--- config.mk ---
export PLATFORM = sky130hd
export DESIGN_NAME = block_memory
export DESIGN_NICKNAME = d
export VERILOG_FILES = /design/src/rtl/block_memory_pkg.sv /design/src/rtl/block_mem_array.sv /design/src/rtl/block_memory.sv
export SDC_FILE = /design/constraint.sdc
export NUM_CORES = 2
export LEC_CHECK = 0
export CORE_ASPECT_RATIO = 1.2
export CORE_MARGIN = 2
export CORE_UTILIZATION = 38
export CTS_CLUSTER_DIAMETER = 60
export CTS_CLUSTER_SIZE = 25
export DETAILED_ROUTE_END_ITERATION = 10
export GPL_ROUTABILITY_DRIVEN = 0
export PLACE_DENSITY = 0.53
export SLEW_MARGIN = 0
export SYNTH_ARGS = -nofsm -noshare
export SYNTH_HDL_FRONTEND = slang
export SYNTH_HIERARCHICAL = 1
export SYNTH_SLANG_ARGS = --single-unit
--- constraint.sdc ---
create_clock -name clk -period 5 [get_ports clk]
set_input_delay 0.75 -clock clk [delete_from_list [all_inputs] [get_ports clk]]
set_output_delay 0.75 -clock clk [all_outputs]
set_load 0.1 [all_outputs]
--- src/rtl/block_memory_pkg.sv ---
// Shared constants for the cache / main-memory boundary: word and line geometry
// and the main-memory FSM state encoding.
package block_memory_pkg;

  localparam int WORD_W     = 16;
  localparam int LINE_WORDS = 4;
  localparam int LINE_W     = 64;
  localparam int OFFSET_W   = 2;

  localparam int CNT_W      = 4;

  localparam logic [1:0] ST_IDLE = 2'b00;
  localparam logic [1:0] ST_BUSY = 2'b01;
  localparam logic [1:0] ST_DONE = 2'b10;

endpackage

--- src/rtl/block_mem_array.sv ---
// DEPTH x 16-bit storage with one synchronous word write port and a
// combinational 4-word line read port.
module block_mem_array
  import block_memory_pkg::*;
#(
  parameter int DEPTH = 256,
  parameter int IDX_W = $clog2(DEPTH)
) (
  input  logic                       clk,
  input  logic                       we,
  input  logic [IDX_W-1:0]           widx,
  input  logic [WORD_W-1:0]          wdata,
  input  logic [IDX_W-OFFSET_W-1:0]  line_idx,
  output logic [LINE_W-1:0]          line
);

  logic [WORD_W-1:0] mem [DEPTH];

  // NOTE: storage has no reset; contents deliberately survive a reset.
  always_ff @(posedge clk) begin
    if (we) mem[widx] <= wdata;
  end

  always_comb begin
    line = '0;
    for (int w = 0; w < LINE_WORDS; w++)
      line[w*WORD_W +: WORD_W] = mem[{line_idx, OFFSET_W'(w)}];
  end

endmodule

--- src/rtl/block_memory.sv ---
// Main-memory stage behind the 2-way cache: fixed-latency line reads and word
// writes, one request at a time. Define BLOCK_MEM_POSTED_WRITE_EN for 1-cycle posted writes.
module block_memory
  import block_memory_pkg::*;
#(
  parameter int LATENCY = 6,
  parameter int DEPTH   = 256,
  parameter int ADDR_W  = 16
) (
  input  logic              clk,
  input  logic              reset,
  input  logic [ADDR_W-1:0] address,
  input  logic              readM,
  input  logic              writeM,
  input  logic [WORD_W-1:0] wdata,
  output logic [LINE_W-1:0] rdata,
  output logic              ready,
  output logic              done
);

  localparam int IDX_W = $clog2(DEPTH);
  localparam logic [CNT_W-1:0] CNT_INIT = CNT_W'(LATENCY - 1);

  logic [1:0]        state;
  logic [CNT_W-1:0]  count;
  logic              is_write;
  logic [IDX_W-1:0]  idx_q;
  logic [WORD_W-1:0] wdata_q;

  logic [IDX_W-1:0]  req_idx;
  logic              last_busy;
  logic              mem_we;
  logic [IDX_W-1:0]  mem_widx;
  logic [WORD_W-1:0] mem_wdata;
  logic [LINE_W-1:0] mem_line;

  // Out-of-range addresses simply wrap onto the array.
  assign req_idx   = IDX_W'(address % ADDR_W'(DEPTH));
  assign last_busy = (state == ST_BUSY) && (count == CNT_W'(1));

  assign ready = (state == ST_IDLE);
  assign done  = (state == ST_DONE);

  // NOTE: every output of this block gets a default first so no latch is inferred.
  always_comb begin
    mem_we    = last_busy && is_write;
    mem_widx  = idx_q;
    mem_wdata = wdata_q;
`ifdef BLOCK_MEM_POSTED_WRITE_EN
    if ((state == ST_IDLE) && writeM) begin
      mem_we    = 1'b1;
      mem_widx  = req_idx;
      mem_wdata = wdata;
    end
`endif
  end

  block_mem_array #(
    .DEPTH (DEPTH),
    .IDX_W (IDX_W)
  ) u_array (
    .clk      (clk),
    .we       (mem_we),
    .widx     (mem_widx),
    .wdata    (mem_wdata),
    .line_idx (idx_q[IDX_W-1:OFFSET_W]),
    .line     (mem_line)
  );

  // NOTE: state registers use non-blocking assignments so all of them update together.
  always_ff @(posedge clk or posedge reset) begin
    if (reset) begin
      state    <= ST_IDLE;
      count    <= '0;
      is_write <= 1'b0;
      idx_q    <= '0;
      wdata_q  <= '0;
      rdata    <= '0;
    end else begin
      case (state)
        ST_IDLE: begin
          if (writeM) begin
            idx_q    <= req_idx;
            wdata_q  <= wdata;
            is_write <= 1'b1;
`ifdef BLOCK_MEM_POSTED_WRITE_EN
            state    <= ST_DONE;
`else
            count    <= CNT_INIT;
            state    <= ST_BUSY;
`endif
          end else if (readM) begin
            idx_q    <= req_idx;
            is_write <= 1'b0;
            count    <= CNT_INIT;
            state    <= ST_BUSY;
          end
        end
        ST_BUSY: begin
          count <= count - CNT_W'(1);
          if (last_busy) begin
            state <= ST_DONE;
            if (!is_write) rdata <= mem_line;
          end
        end
        ST_DONE: state <= ST_IDLE;
        default: state <= ST_IDLE;
      endcase
    end
  end

endmodule

# Yosys cells after proc, flatten, opt, wreduce, memory -nomap -nowiden
# Memories as Yosys holds them, arrays and structs flattened. A register that Yosys moved wholly into a read port is not among the register bits.
# Index checks and enable logic that the tools add are counted.
[word_totals]
reg_bits = 31
mem_bits_rw = 4096
in_bits = 36
out_inout_bits = 66
wordCells = 36
mem_count = 1
[classes]
n_addsub = 1
n_eq_ne = 5
n_mux = 13
bitwise_logic = 1
reduce_logical = 10
[mem_list]
columns = ["memory", "depth", "word_bits", "read_ports", "rd_clocked_by_memory_dff", "write_ports", "line_no", "rtl"]
rows = [
  ["u_array.mem", 256, 16, 4, 4, 1, "block_mem_array.sv:17", "logic [WORD_W-1:0] mem [DEPTH];"],
]
[op_table]
columns = ["op", "n"]
rows = [
  ["8-bit 2-to-1 mux", 2],
  ["4-bit 2-to-1 mux", 2],
  ["4-bit case mux with 2 select lines", 1],
  ["2-bit AND reduction", 4],
  ["2-bit 2-to-1 mux", 3],
  ["4-bit by 1-bit equality test with 1-bit output, second input constant", 1],
  ["1-bit 2-to-1 mux", 4],
  ["2-bit case mux with 2 select lines", 1],
  ["2-bit nonzero test", 2],
  ["4-bit by 1-bit subtractor with 4-bit output, second input constant", 1],
  ["3-bit inequality test, second input constant", 1],
  ["3-bit AND reduction", 1],
  ["2-bit by 1-bit equality test with 1-bit output, second input constant", 1],
  ["2-bit equality test, second input constant", 1],
  ["1-bit logical AND", 2],
  ["2-bit zero test", 1],
  ["2-bit inequality test, second input constant", 1],
  ["1-bit NOT", 1],
]

# Longest topological paths before layout
[logic_depth]
word_depth = 5
ltp_mapped = 11
depth_no_buf = 6

# Cells and area by module
# Netlist, hierarchy kept.
[by_module_without_submodules]
columns = ["module", "instances", "cells_each", "area_per_inst_um2", "seq_area_each_um2"]
rows = [
  ["block_mem_array", 1, 6862, 155708.1, 122998.0],
  ["block_memory", 1, 224, 3654.8, 2377.3],
]

# Worst setup path before layout
# No wires, ideal clock.
[synth_timing]
path_type = "flip-flop to flip-flop"
startpoint = "reg wdata_q[0], in the netlist mem_wdata[0]"
endpoint = "mem u_array.mem[0][0], data pin"
setup_time_ns = 0.803
arrival_ns = 3.181
t_required_ns = 4.197
slack_ns = 1.016
path_stages_with_launch = 1
path_buffers = 0
period_less_slack_ns = 3.984
path_cell_list = "dfrtp_1"
[synth_lines]
columns = ["element", "line_no", "rtl"]
rows = [
  ["from (decl)", "block_memory.sv:28", "logic [WORD_W-1:0] wdata_q;"],
  ["from (signal assigned)", "block_memory.sv:84", "wdata_q <= wdata;"],
  ["to (decl)", "block_mem_array.sv:17", ""],
]
# Straight into the memory's write port.

==> results.json <==
{
  "finClkSkew_ps": 64.0,
  "mostFrequentLayoutCells": "4,096 x sky130_fd_sc_hd__edfxtp_1, 971 x sky130_fd_sc_hd__mux4_2, 466 x sky130_fd_sc_hd__buf_4, 307 x sky130_fd_sc_hd__o22ai_1, 254 x sky130_fd_sc_hd__nor2_1",
  "synth_compound_area_share_pct": 2.82,
  "layout-drive-gt1-share_pct": 26.4,
  "crit_fanout": 41,
  "rsz0062_at_grt": "no",
  "clock_path_buffers": 4,
  "synth_edf_count": 4096,
  "post_synth_fa_ha_maj_area_fraction_pct": 0.0157,
  "critical_path_data_arrival_time_ps": 5300,
  "synthTopCellsByArea": "sky130_fd_sc_hd__edfxtp_1 77%, sky130_fd_sc_hd__mux4_2 14%, sky130_fd_sc_hd__dfrtp_1 1.5%",
  "yosysUniqueCellTypes": 46,
  "timing_max_transition_violations_final": 0,
  "critPathMostFrequentCell": "sky130_fd_sc_hd__buf_4",
  "drt_first_iter_violations": 8464,
  "syn_nets": 7124,
  "post_cts_resized": 0,
  "report.final.hold_viol_count": 0,
  "worst_slew_margin_rel_pct": 3.41,
  "post-cts-setup-buffers": 0,
  "insertion_delay_ps": 940,
  "cap_viol_max_count": 0,
  "cts_sinks": 4191,
  "async_reset_ff_share_pct": 2.27,
  "yosys.area_share.xor_xnor_pct": 0.00550,
  "clkSlewWorstSetupHoldPaths_ps": 90,
  "first_pass_iters": 6,
  "initial_core_utilization_pct": 38.2,
  "timing.rr.start": "idx_q[5]",
  "fin_crit_ps": 4430,
  "power_per_cell_area_nw_per_um2": 575,
  "final.setup.tns_ps": 0,
  "floorplan.io_pins": 102,
  "synth_top_area_cell": "sky130_fd_sc_hd__edfxtp_1",
  "synth_seq_area_share_pct": 78.7,
  "wl_per_cell_um": 33.2,
  "ys_ff_latch": 4191,
  "grt_antenna_before_repair": 22,
  "total_number_of_yosys_warnings": 6,
  "worst_setup_start_kind": "register",
  "cpMaxStageDelayCell": "sky130_fd_sc_hd__nor4_1",
  "final_cell_count_no_fill": 13100,
  "worstSetupPathType": "register to register",
  "timing.critical_path.from": "idx_q[5]",
  "worstHoldPathType": "input pin to asynchronous set/reset pin",
  "die_area_um2": 425000,
  "via_per_inst": 5.73,
  "detailed_place.area_um2": 170000,
  "synth_top_family_by_area": "multiplexers",
  "finalNetCount": 7530,
  "final_area_um2": 177000,
  "placedCellCount": 12800,
  "synth.mux.area_fraction_pct": 15.1,
  "antenna_violating_nets_post_route": 0,
  "synth_simple_gate_area_share_pct": 1.87,
  "fmax_mhz": 226,
  "synth_largest_type_area_fraction_pct": 77.2,
  "grt_first_pass_wirelength_mm": 606,
  "syn-mean-instance-area_um2": 22.5,
  "grt_pass1_vias": 75900,
  "run_status": "complete, no violations",
  "regToRegSetupSlack_ps": 570,
  "worst_r2r_endpoint": "rdata[53]",
  "power.ir.vdd_worst_uv": 757,
  "cp.required_ps": 5870,
  "tritoncts": "yes",
  "postRouteWirelength_mm": 436,
  "timing.reg2reg.worst_path_depth": 8,
  "route.detailed.drc": 0,
  "grt.overflow.total": 0,
  "endpoint_kind": "register",
  "cts.hold.buffers_added": 0,
  "die_boundary_width_um": 595,
  "groute.usage.overall_pct": 20.2,
  "dp.final_hpwl_mm": 264,
  "placement.io_buffers": 93,
  "power.static_leakage_uw": 0.0535,
  "maximum_number_of_pins_on_one_net_before_global_route_repair": 209,
  "num-fill-cells": 36000,
  "via_count": 75300,
  "slew_at_the_pin_with_the_worst_max_slew_slack_ps": 1450,
  "floorplan.die.height_um": 713,
  "site_rows": 260,
  "ctsRootBufferMaster": "sky130_fd_sc_hd__clkbuf_16",
  "core_area_um2": 418000,
  "synthFlopType": "sky130_fd_sc_hd__edfxtp_1",
  "areaGrowthSynthToFinish_pct": 10.9,
  "htree_levels": 4,
  "synthCells": 7086,
  "cp_cell_sequence": "buf_4 -> nand2b_1 -> or2_4 -> o22ai_1 -> nor4_1 -> buf_4 -> o22a_1 -> mux2_2",
  "post-route-period-util_pct": 88.6,
  "worst_setup_path_endpoint": "rdata[53]",
  "layout.cells.most_common": "sky130_fd_sc_hd__edfxtp_1",
  "numCtsBuffers": 216,
  "syn_area_um2": 159000,
  "cpPeakStageDelay_ps": 1200,
  "postLayoutCoreUtil_pct": 42.3,
  "setup_viol_count_final": 0
}
## worst max-delay path, delay by kind of cell (launching register included)
| kind | cells | cell delay, ps |
|---|---|---|
| compound gates | 2 | 690 |
| buf+inv | 2 | 590 |
| flops | 1 | 720 |
| mux | 1 | 150 |
| simple gates | 3 | 2130 |
## cell usage after synthesis (5+ instances only)
library cell,instances
sky130_fd_sc_hd__mux4_2,971
sky130_fd_sc_hd__o22a_1,53
sky130_fd_sc_hd__o21ai_1,11
sky130_fd_sc_hd__a21oi_1,17
sky130_fd_sc_hd__nand2b_1,10
sky130_fd_sc_hd__inv_1,5
sky130_fd_sc_hd__buf_2,114
sky130_fd_sc_hd__nor2_1,326
sky130_fd_sc_hd__edfxtp_1,4096
sky130_fd_sc_hd__clkbuf_1,178
sky130_fd_sc_hd__nor2b_1,85
sky130_fd_sc_hd__a211oi_1,103
sky130_fd_sc_hd__o22ai_1,307
sky130_fd_sc_hd__nand2_1,37
sky130_fd_sc_hd__nand4_1,9
sky130_fd_sc_hd__mux2_1,5
sky130_fd_sc_hd__o211a_1,11
sky130_fd_sc_hd__buf_4,64
sky130_fd_sc_hd__a31oi_1,11
sky130_fd_sc_hd__or2_2,7
sky130_fd_sc_hd__o221ai_1,64
sky130_fd_sc_hd__nor4_1,53
sky130_fd_sc_hd__a22oi_1,55
sky130_fd_sc_hd__mux2_2,83
sky130_fd_sc_hd__dfrtp_1,95
sky130_fd_sc_hd__nand3_1,46
sky130_fd_sc_hd__buf_6,51
sky130_fd_sc_hd__buf_1,19
sky130_fd_sc_hd__mux2i_1,121
sky130_fd_sc_hd__nor3_1,54
## through the flow
stage	hold WS [ps]	power (uW)	worst slack, ps
6_report	302	102000	570
5_1_grt	295	105000	727
4_1_cts	259	103000	769
3_5_place_dp	515	82700	788
2_1_floorplan	479	67800	1020
3_3_place_gp	497	82200	759
## worst min path at each step
stage	slack, ps	endpoint	startpoint
after floorplan	480	idx_q[0]	idx_q[0]
after global placement	500	rdata[2]	rdata[2]
after detailed placement	510	rdata[2]	rdata[2]
after CTS	260	mem_wdata[11]	reset
after global routing	300	mem_wdata[11]	reset
final	300	mem_wdata[11]	reset
## power by group
| part | internal, uW | leakage, uW | switching (uW) |
|---|---|---|---|
| Sequential | 44200 | 0.0379 | 2140 |
| Clock | 9120 | 0.00332 | 11300 |
| Combinational | 12100 | 0.0123 | 22700 |
| Total | 65500 | 0.0535 | 36200 |
## logic make-up after synthesis
group	after synthesis
flops	4191
mux	1180
compound gates	639
simple gates	638
buf+inv	435
fa+ha+maj	2
xor+xnor	1
## state kept, by name, indices dropped and copies added (netlist names)
name,count
count,4
idx_q,8
is_write,1
mem_wdata,16
rdata,64
state,2
u_array/mem,4096
## final cells by class
class / count / area (um^2) / area share [%]
Timing Repair Buffer: 618 / 5610 / 3.17
Multi-Input combinational cell: 2460 / 31900 / 18.0
Clock buffer: 264 / 5700 / 3.22
Inverter: 5 / 23.8 / 0.0134
Antenna cell: 10 / 25.0 / 0.0142
Tap cell: 5502 / 6880 / 3.89
Clock inverter: 96 / 1200 / 0.677
Sequential cell: 4191 / 125000 / 71.0
## layer usage
layer / wire length, um / global-route usage (%) / up-vias
met5: 0 / 0 / -
li1: - / - / 30700
met1: 175000 / 26.7 / 41700
met4: 16200 / 6.67 / 0
met2: 224000 / 35.2 / 2348
met3: 21900 / 2.06 / 492
(Power assumes the default switching activity.)
